File: src/rtl/dbg_guv_cmd_tx.sv
// Command transmitter at the head of the dbg_guv chain: serializes each register
// write into a header word plus MSB-first value words, then holds a fixed idle gap.
module dbg_guv_cmd_tx #(
  parameter int DATA_WIDTH = 16,
  parameter int ADDR_WIDTH = 10,
  parameter int REG_WIDTH  = 4,
  parameter int VAL_WIDTH  = 32,
  parameter int GAP        = 1,
  parameter int CNT_WIDTH  = 16
) (
  input  logic                  clk,
  input  logic                  rst,
  input  logic [ADDR_WIDTH-1:0] req_addr,
  input  logic [REG_WIDTH-1:0]  req_reg,
  input  logic [VAL_WIDTH-1:0]  req_val,
  input  logic                  req_TVALID,
  output logic                  req_TREADY,
  output logic [DATA_WIDTH-1:0] cmd_out_TDATA,
  output logic                  cmd_out_TVALID,
  output logic                  busy,
  output logic [CNT_WIDTH-1:0]  cmd_count
);
  // state  | meaning
  // S_IDLE | waiting for a request, req_TREADY high
  // S_HDR  | header word {addr, reg} on cmd_out
  // S_VAL  | value words on cmd_out, MSB word first
  // S_GAP  | forced idle cycles after the last value word
  typedef enum logic [1:0] {S_IDLE, S_HDR, S_VAL, S_GAP} state_t;

  localparam int NUM_WORDS = (VAL_WIDTH + DATA_WIDTH - 1) / DATA_WIDTH;
  localparam int TOT_WIDTH = NUM_WORDS * DATA_WIDTH;
  localparam int MAX_LOAD  = (NUM_WORDS > GAP) ? NUM_WORDS : GAP;
  localparam int TMR_WIDTH = (MAX_LOAD > 1) ? $clog2(MAX_LOAD) : 1;
  localparam int GAP_LOAD  = (GAP > 0) ? GAP - 1 : 0;

  state_t                 r_state;
  logic [TOT_WIDTH-1:0]   r_val;
  logic [TMR_WIDTH-1:0]   r_tmr;
  logic [DATA_WIDTH-1:0]  r_tdata;
  logic                   r_tvalid;
  logic                   r_busy;
  logic [CNT_WIDTH-1:0]   r_count;
  logic [DATA_WIDTH-1:0]  w_hdr;
  logic [TOT_WIDTH-1:0]   w_val_ext;

  assign w_hdr          = DATA_WIDTH'({req_addr, req_reg});
  assign w_val_ext      = TOT_WIDTH'(req_val);
  assign req_TREADY     = (r_state == S_IDLE) && rst;
  assign cmd_out_TDATA  = r_tdata;
  assign cmd_out_TVALID = r_tvalid;
  assign busy           = r_busy;
  assign cmd_count      = r_count;

  // Outputs are loaded on the transition into the state that presents them.
  always_ff @(posedge clk or negedge rst) begin
    if (!rst) begin
      r_state  <= S_IDLE;
      r_val    <= '0;
      r_tmr    <= '0;
      r_tdata  <= '0;
      r_tvalid <= 1'b0;
      r_busy   <= 1'b0;
      r_count  <= '0;
    end else begin
      case (r_state)
        S_IDLE: begin
          if (req_TVALID) begin
            r_state  <= S_HDR;
            r_val    <= w_val_ext;
            r_tdata  <= w_hdr;
            r_tvalid <= 1'b1;
            r_busy   <= 1'b1;
          end
        end
        S_HDR: begin
          r_state <= S_VAL;
          r_tdata <= r_val[TOT_WIDTH-1 -: DATA_WIDTH];
          r_val   <= r_val << DATA_WIDTH;
          r_tmr   <= TMR_WIDTH'(NUM_WORDS - 1);
        end
        S_VAL: begin
          if (r_tmr == '0) begin
            r_tdata  <= '0;
            r_tvalid <= 1'b0;
            r_count  <= r_count + 1'b1;
            if (GAP > 0) begin
              r_state <= S_GAP;
              r_tmr   <= TMR_WIDTH'(GAP_LOAD);
            end else begin
              r_state <= S_IDLE;
              r_busy  <= 1'b0;
            end
          end else begin
            r_tmr   <= r_tmr - 1'b1;
            r_tdata <= r_val[TOT_WIDTH-1 -: DATA_WIDTH];
            r_val   <= r_val << DATA_WIDTH;
          end
        end
        S_GAP: begin
          if (r_tmr == '0) begin
            r_state <= S_IDLE;
            r_busy  <= 1'b0;
          end else begin
            r_tmr <= r_tmr - 1'b1;
          end
        end
        default: begin
          r_state  <= S_IDLE;
          r_tdata  <= '0;
          r_tvalid <= 1'b0;
          r_busy   <= 1'b0;
        end
      endcase
    end
  end
endmodule

File: config.mk
export PLATFORM = sky130hd
export DESIGN_NAME = dbg_guv_cmd_tx
export DESIGN_NICKNAME = d
export VERILOG_FILES = /design/src/rtl/dbg_guv_cmd_tx.sv
export SDC_FILE = /design/constraint.sdc
export NUM_CORES = 1
export LEC_CHECK = 0
export ABC_AREA = 0
export BUFFER_PORTS_ARGS = -buffer_cell sky130_fd_sc_hd__buf_2
export CAP_MARGIN = 25
export CORE_MARGIN = 2
export CORE_UTILIZATION = 42
export DETAILED_ROUTE_END_ITERATION = 8
export PLACE_DENSITY = 0.63
export SLEW_MARGIN = 20
export SYNTH_ARGS = -nofsm -noshare
export SYNTH_HDL_FRONTEND = slang
export SYNTH_SLANG_ARGS = --single-unit
export TNS_END_PERCENT = 30
File: constraint.sdc
create_clock -name clk -period 2.5 [get_ports clk]
set_input_delay 0.125 -clock clk [delete_from_list [all_inputs] [get_ports clk]]
set_output_delay 0.125 -clock clk [all_outputs]
set_load 0.005 [all_outputs]
### After elaboration in Yosys (flattened, before gate mapping)

Cells that the tools add are included.

| cells by class | value |
|---|---|
| shifts and indexed selects | 0 |
| multiplexer cells | 16 |
| equal/unequal tests | 7 |
| $mul | 0 |
| divide/modulo/power cells | 0 |
| bitwise operators | 1 |
| reduce and logical (&&, ||, !) cells | 13 |
| add/sub/neg operators | 2 |
| order comparisons | 0 |

Operator list:

| cell | count |
|---|---|
| $pmux 32 s3 | 1 |
| $mux 32 | 2 |
| $pmux 16 s3 | 1 |
| $mux 16 | 2 |
| $add 16x1->16 const B | 1 |
| $reduce_and 3->1 | 4 |
| $ne 2x2->1 const B | 4 |
| $pmux 2 s4 | 1 |
| $mux 2 | 3 |
| $pmux 1 s2 | 3 |
| $reduce_bool 2->1 | 3 |
| $eq 2x2->1 const B | 2 |
| $reduce_and 2->1 | 2 |
| $mux 1 | 3 |
| $reduce_bool 3->1 | 1 |
| $eq 2x1->1 const B | 1 |
| $logic_not 2->1 | 1 |
| $reduce_or 2->1 | 1 |
| $logic_and 1x1->1 | 1 |
| $not 1->1 | 1 |
| $sub 1x1->1 const B | 1 |

| word-level totals | value |
|---|---|
| register bits | 69 |
| latch bits | 0 |
| bits in writable memories | 0 |
| memory bits (read-only) | 0 |
| memories kept | 0 |
| output and inout port bits | 35 |
| input port bits | 49 |

### Depth between registers and ports, before layout

| depth | value |
|---|---|
| word-level depth | 3 |
| mapped depth | 9 |
| depth with buffers taken out | 6 |

### Worst setup path after synthesis

Ideal clock, no wire load.

| timing | value |
|---|---|
| path kind | register to register |
| from | reg r_state[0] |
| to | reg r_tdata[10] (netlist: cmd_out_TDATA[10]) |
| data required time | 2.373 ns |
| buffers on the path | 2 |
| cell stages (with the launch flop) | 9 |
| data arrival time | 1.554 ns |
| period minus slack after synthesis | 1.681 ns |
| path slack | 0.819 ns |
| cells stage by stage | dfrtp_1 -> inv_1 -> ha_1 -> buf_4 -> inv_1 -> nor2_2 -> buf_2 -> a221oi_1 -> nor2_1 |

| between the ends | value |
|---|---|
| word-level cells in the longest chain between the ends | 3 |
| elaborated cells between the ends (all ways) | 7 |
| classes of those cells | eq/ne: 3; mux: 1; reduce/logical: 3 |

Ends and longest elaborated chain:

| element | RTL line | source |
|---|---|---|
| start, declared | 36 | `state_t r_state;` |
| start signal, assigned | 57 | `r_state <= S_IDLE;` |
| start signal, assigned | 68 | `r_state <= S_HDR;` |
| start signal, assigned | 76 | `r_state <= S_VAL;` |
| $eq 2x2->1 (tied with other cells) | 65 | `case (r_state)` |
| $reduce_bool 3->1 (no source line) / $ne 2x2->1 (equally long branches) | - |  |
| $reduce_and 2->1 (no source line) | - |  |
| end signal, assigned | 70 | `r_tdata <= w_hdr;` |
| end signal, assigned | 77 | `r_tdata <= r_val[TOT_WIDTH-1 -: DATA_WIDTH];` |
| end signal, assigned | 95 | `r_tdata <= r_val[TOT_WIDTH-1 -: DATA_WIDTH];` |
| end, declared | 39 | `logic [DATA_WIDTH-1:0] r_tdata;` |

Several ways; a longest one is shown, not always the timed one.
A chain may end at the register's enable or synchronous reset.

### Final worst setup path

| timing | value |
|---|---|
| from | reg r_state[0] |
| to | reg r_val[14] |

| between the ends | value |
|---|---|
| word-level cells in the longest chain between the ends | 3 |
| elaborated cells between the ends (all ways) | 8 |
| classes of those cells | eq/ne: 4; mux: 1; reduce/logical: 3 |

Ends and longest elaborated chain:

| element | RTL line | source |
|---|---|---|
| $eq 2x2->1 (tied with other cells) | 65 |  |
| $ne 2x2->1 (no source line) / $reduce_bool 3->1 (equally long branches) | - |  |
| $reduce_and 3->1 (no source line) | - |  |
| end signal, assigned | 69 | `r_val <= w_val_ext;` |
| end signal, assigned | 78 | `r_val <= r_val << DATA_WIDTH;` |
| end signal, assigned | 96 | `r_val <= r_val << DATA_WIDTH;` |
| end, declared | 37 | `logic [TOT_WIDTH-1:0] r_val;` |

Several ways; a longest one is shown, not always the timed one.

==> flow_metrics.py <==
metrics = {
    "floorplanning": {
        "initial_core_util": 0.4354,
        "die_h_um": 90.71,
        "die_area_um2": 8228,
        "rows": 31,
        "die_w_um": 90.71,
        "ios": 84,
        "core_um2": 7253,
    },
    "critical_path": {
        "critPathRequiredTime_ns": 2.78,
        "cp-start-kind": "register",
        "crit_fanout": 48,
        "crit_type": "register to register",
        "arrival_ns": 2.19,
        "endpoint_kind": "register",
    },
    "finish": {
        "multi_input_area_um2": 1320,
        "area_growth_pct": 23.85,
        "drive_gt1_frac": 0.2825,
        "seqCellArea_um2": 1727,
        "insertedDiodeCount": 0,
        "n_fill_cell": 695,
        "fin_util": 0.5392,
        "finalNetCount": 451,
        "instances_no_fill": 499,
    },
    "timing": {
        "finalHoldViolations": 0,
        "setup_viol": 0,
        "period_minus_slack_ns": 1.913,
        "max_freq_mhz": 522.7,
        "tns_ns": 0,
        "slew_viol_final": 0,
        "rsz0062_at_grt": "no",
        "min_period_over_period": 0.7652,
        "skew_ns": 0.007094,
        "setup_slack_ns": 0.5870,
        "relSlewSlack": 0.5748,
        "max_slew.worst_pin.slew_ns": 0.6371,
    },
    "logic_synthesis": {
        "ys_ff_latch": 69,
        "synth_area_um2": 3158,
        "yosys.area_share.simple": 0.1696,
        "synth-compound-area-share": 0.1173,
        "synthAdderAreaFrac": 0.02773,
        "avgSynthCellArea_um2": 10.25,
        "syn_inst": 308,
        "synth_warnings": 0,
        "synth-xor-area-share": 0.04398,
        "synth.distinct_cells": 36,
        "synthMuxAreaShare": 0.05745,
        "syn_nets": 364,
        "synth-seq-area-share": 0.5468,
        "synth_top_family_by_area": "simple AND/OR/NAND/NOR gates",
    },
    "outcome": {
        "status": "complete, no violations",
    },
    "power_and_ir_drop": {
        "ir_drop_mv": 1.278,
        "leakage_nw": 2.012,
        "total_power_mw": 5.247,
        "power_per_cell_area_nw_per_um2": 1342,
    },
    "placed_design": {
        "place_ws_ns": 0.5943,
        "hpwl_um": 4875,
        "portBuffers": 83,
        "dp.cells": 479,
        "gp_congestion": 0.7598,
    },
    "grt": {
        "gr-total-overflow": 0,
        "grt_pass1_vias": 2393,
        "grt_max_degree": 49,
        "grt_pass1_wl_um": 11630,
        "grt.total_usage": 0.1782,
        "antenna_found_initial": 0,
    },
    "drt": {
        "routed_wl_um": 7116,
        "postRouteAntennaNets": 0,
        "drt-initial-drc-count": 129,
        "routedWlPerCell_um": 14.26,
        "vias": 2469,
        "drc": 0,
        "dr.pass1.iters": 5,
        "viasPerCell": 4.948,
    },
    "clock_tree": {
        "clock_path_buffers": 2,
        "cts_tree": "built",
        "cts.sinks": 69,
        "clk_pin_slew_worst_paths_ns": 0.07,
        "clockRootBuffer": "clkbuf_8",
        "htree_levels": 3,
        "cts-buffers-inserted": 9,
        "cts_setup_buffers": 0,
        "clock_latency_ns": 0.34,
    },
    "hold_path": {
        "hold_path_class": "input port to register",
    },
    "run": {
        "cap_viol_max_count": 0,
    },
}
==> flip-flops by register name (all words and copies together) (netlist names) <==
name	cells
r_val	32
cmd_count	16
cmd_out_TDATA	16
r_state	2
busy	1
cmd_out_TVALID	1
r_tmr	1
==> layout make-up <==
class / instances / share of cell area
Timing Repair Buffer: 94 / 0.1299
Sequential cell: 69 / 0.4415
Inverter: 5 / 0.004798
Multi-Input combinational cell: 216 / 0.3375
Tap cell: 99 / 0.03167
Clock buffer: 10 / 0.03263
Clock inverter: 6 / 0.02207
==> synthesized netlist by cell type <==
cell type   n  share of area
a211oi_1    1         0.0024
a21o_1      2         0.0048
a21oi_1    20          0.032
a221oi_1   14          0.039
a31oi_1     1         0.0020
and2_1      2         0.0040
and2b_1     1         0.0024
and3_1      5         0.0099
and3_4      1         0.0036
and4_1      2         0.0055
and4_4      1         0.0036
and4b_1     1         0.0032
buf_1       1         0.0012
buf_2      10          0.016
buf_4       3         0.0071
buf_6       1         0.0036
clkbuf_1    3         0.0036
dfrtp_1    69           0.55
ha_1        7          0.028
inv_1       5         0.0059
mux2_2      1         0.0036
mux2i_1    17          0.054
nand2_1    28          0.033
nand2b_1    2         0.0040
nand3_1    22          0.035
nand4_1     1         0.0020
nor2_1     45          0.053
nor2_2      2         0.0040
nor2b_2     1         0.0028
nor3_2      1         0.0032
o21ai_0    21          0.033
o22ai_1     1         0.0020
o31ai_1     1         0.0024
xnor2_1    10          0.028
xor2_1      4          0.011
xor2_2      1         0.0052
==> what timing repair did <==
action | CTS | global route
hold buffers | 4 | 0
endpoints found under the hold margin | 25 | 0
resized for setup | 0 | 0
endpoints found under the setup margin | 0 | 0
==> per-layer routing <==
metal	GRT usage	routed length, µm	up-vias
met5	0	0	-
met4	0.08077	88	0
met3	0.03088	312	8
met2	0.2687	3305	61
met1	0.2514	3410	1154
li1	-	-	1246
==> critical path: stages, from the launching register on <==
cell	delay (ns)
dfrtp_1	0.40
inv_1	0.11
ha_1	0.28
nor2b_2	0.23
nor3_4	0.16
buf_4	0.43
nand3_1	0.15
nand2_1	0.09
==> power breakdown <==
| group | internal, mW | switching, mW |
|---|---|---|
| combinational | 0.985 | 1.42 |
| sequential | 1.59 | 0.279 |
| clock | 0.562 | 0.419 |
| total | 3.13 | 2.11 |
==> layout by cell type (no fill, tap or decap), drive strengths merged, types with 2 or more instances in the layout <==
cell type,instances
a21o,2
a21oi,20
a221oi,14
and2,2
and3,6
and4,3
buf,90
bufinv,2
clkbuf,10
clkinv,2
dfrtp,69
dlygate4sd3,4
ha,7
inv,6
mux2i,17
nand2,28
nand2b,2
nand3,22
nor2,47
o21ai,21
xnor2,10
xor2,5
==> cell families (layout without fill, tap and decap cells) <==
family	count (synthesis)	count (layout)
AO/OA/AOI/OAI	61	61
XOR/XNOR	15	15
adder cells (fa/ha/maj)	7	7
buffers and inverters	23	115
flip-flops	69	69
multiplexers	18	18
AND/OR/NAND/NOR	115	115
==> final timing paths <==
path / startpoint / to / slack, ns / depth (start not counted)
worst max-delay path: r_state[0] / r_val[14] / 0.59 / 7
worst min-delay path: req_val[0] / r_val[0] / 0.02 / 3
worst max register to register: r_state[0] / r_val[14] / 0.59 / 7
worst min register to register: cmd_count[13] / cmd_count[13] / 0.49 / 1
max in group asynchronous: rst / r_val[21] / 1.22 / 3
min in group asynchronous: rst / cmd_out_TVALID / 0.30 / 2
==> through the flow <==
step | area [µm²] | hold WS, ns
CTS | 3911 | 0.002434
finish | 3911 | 0.01735
floorplan | 3158 | -0.1706
detailed placement | 3657 | 0.1314
global placement | 3657 | 0.1277
global route | 3911 | 0.02017
Power figures use the tool's default switching activity.
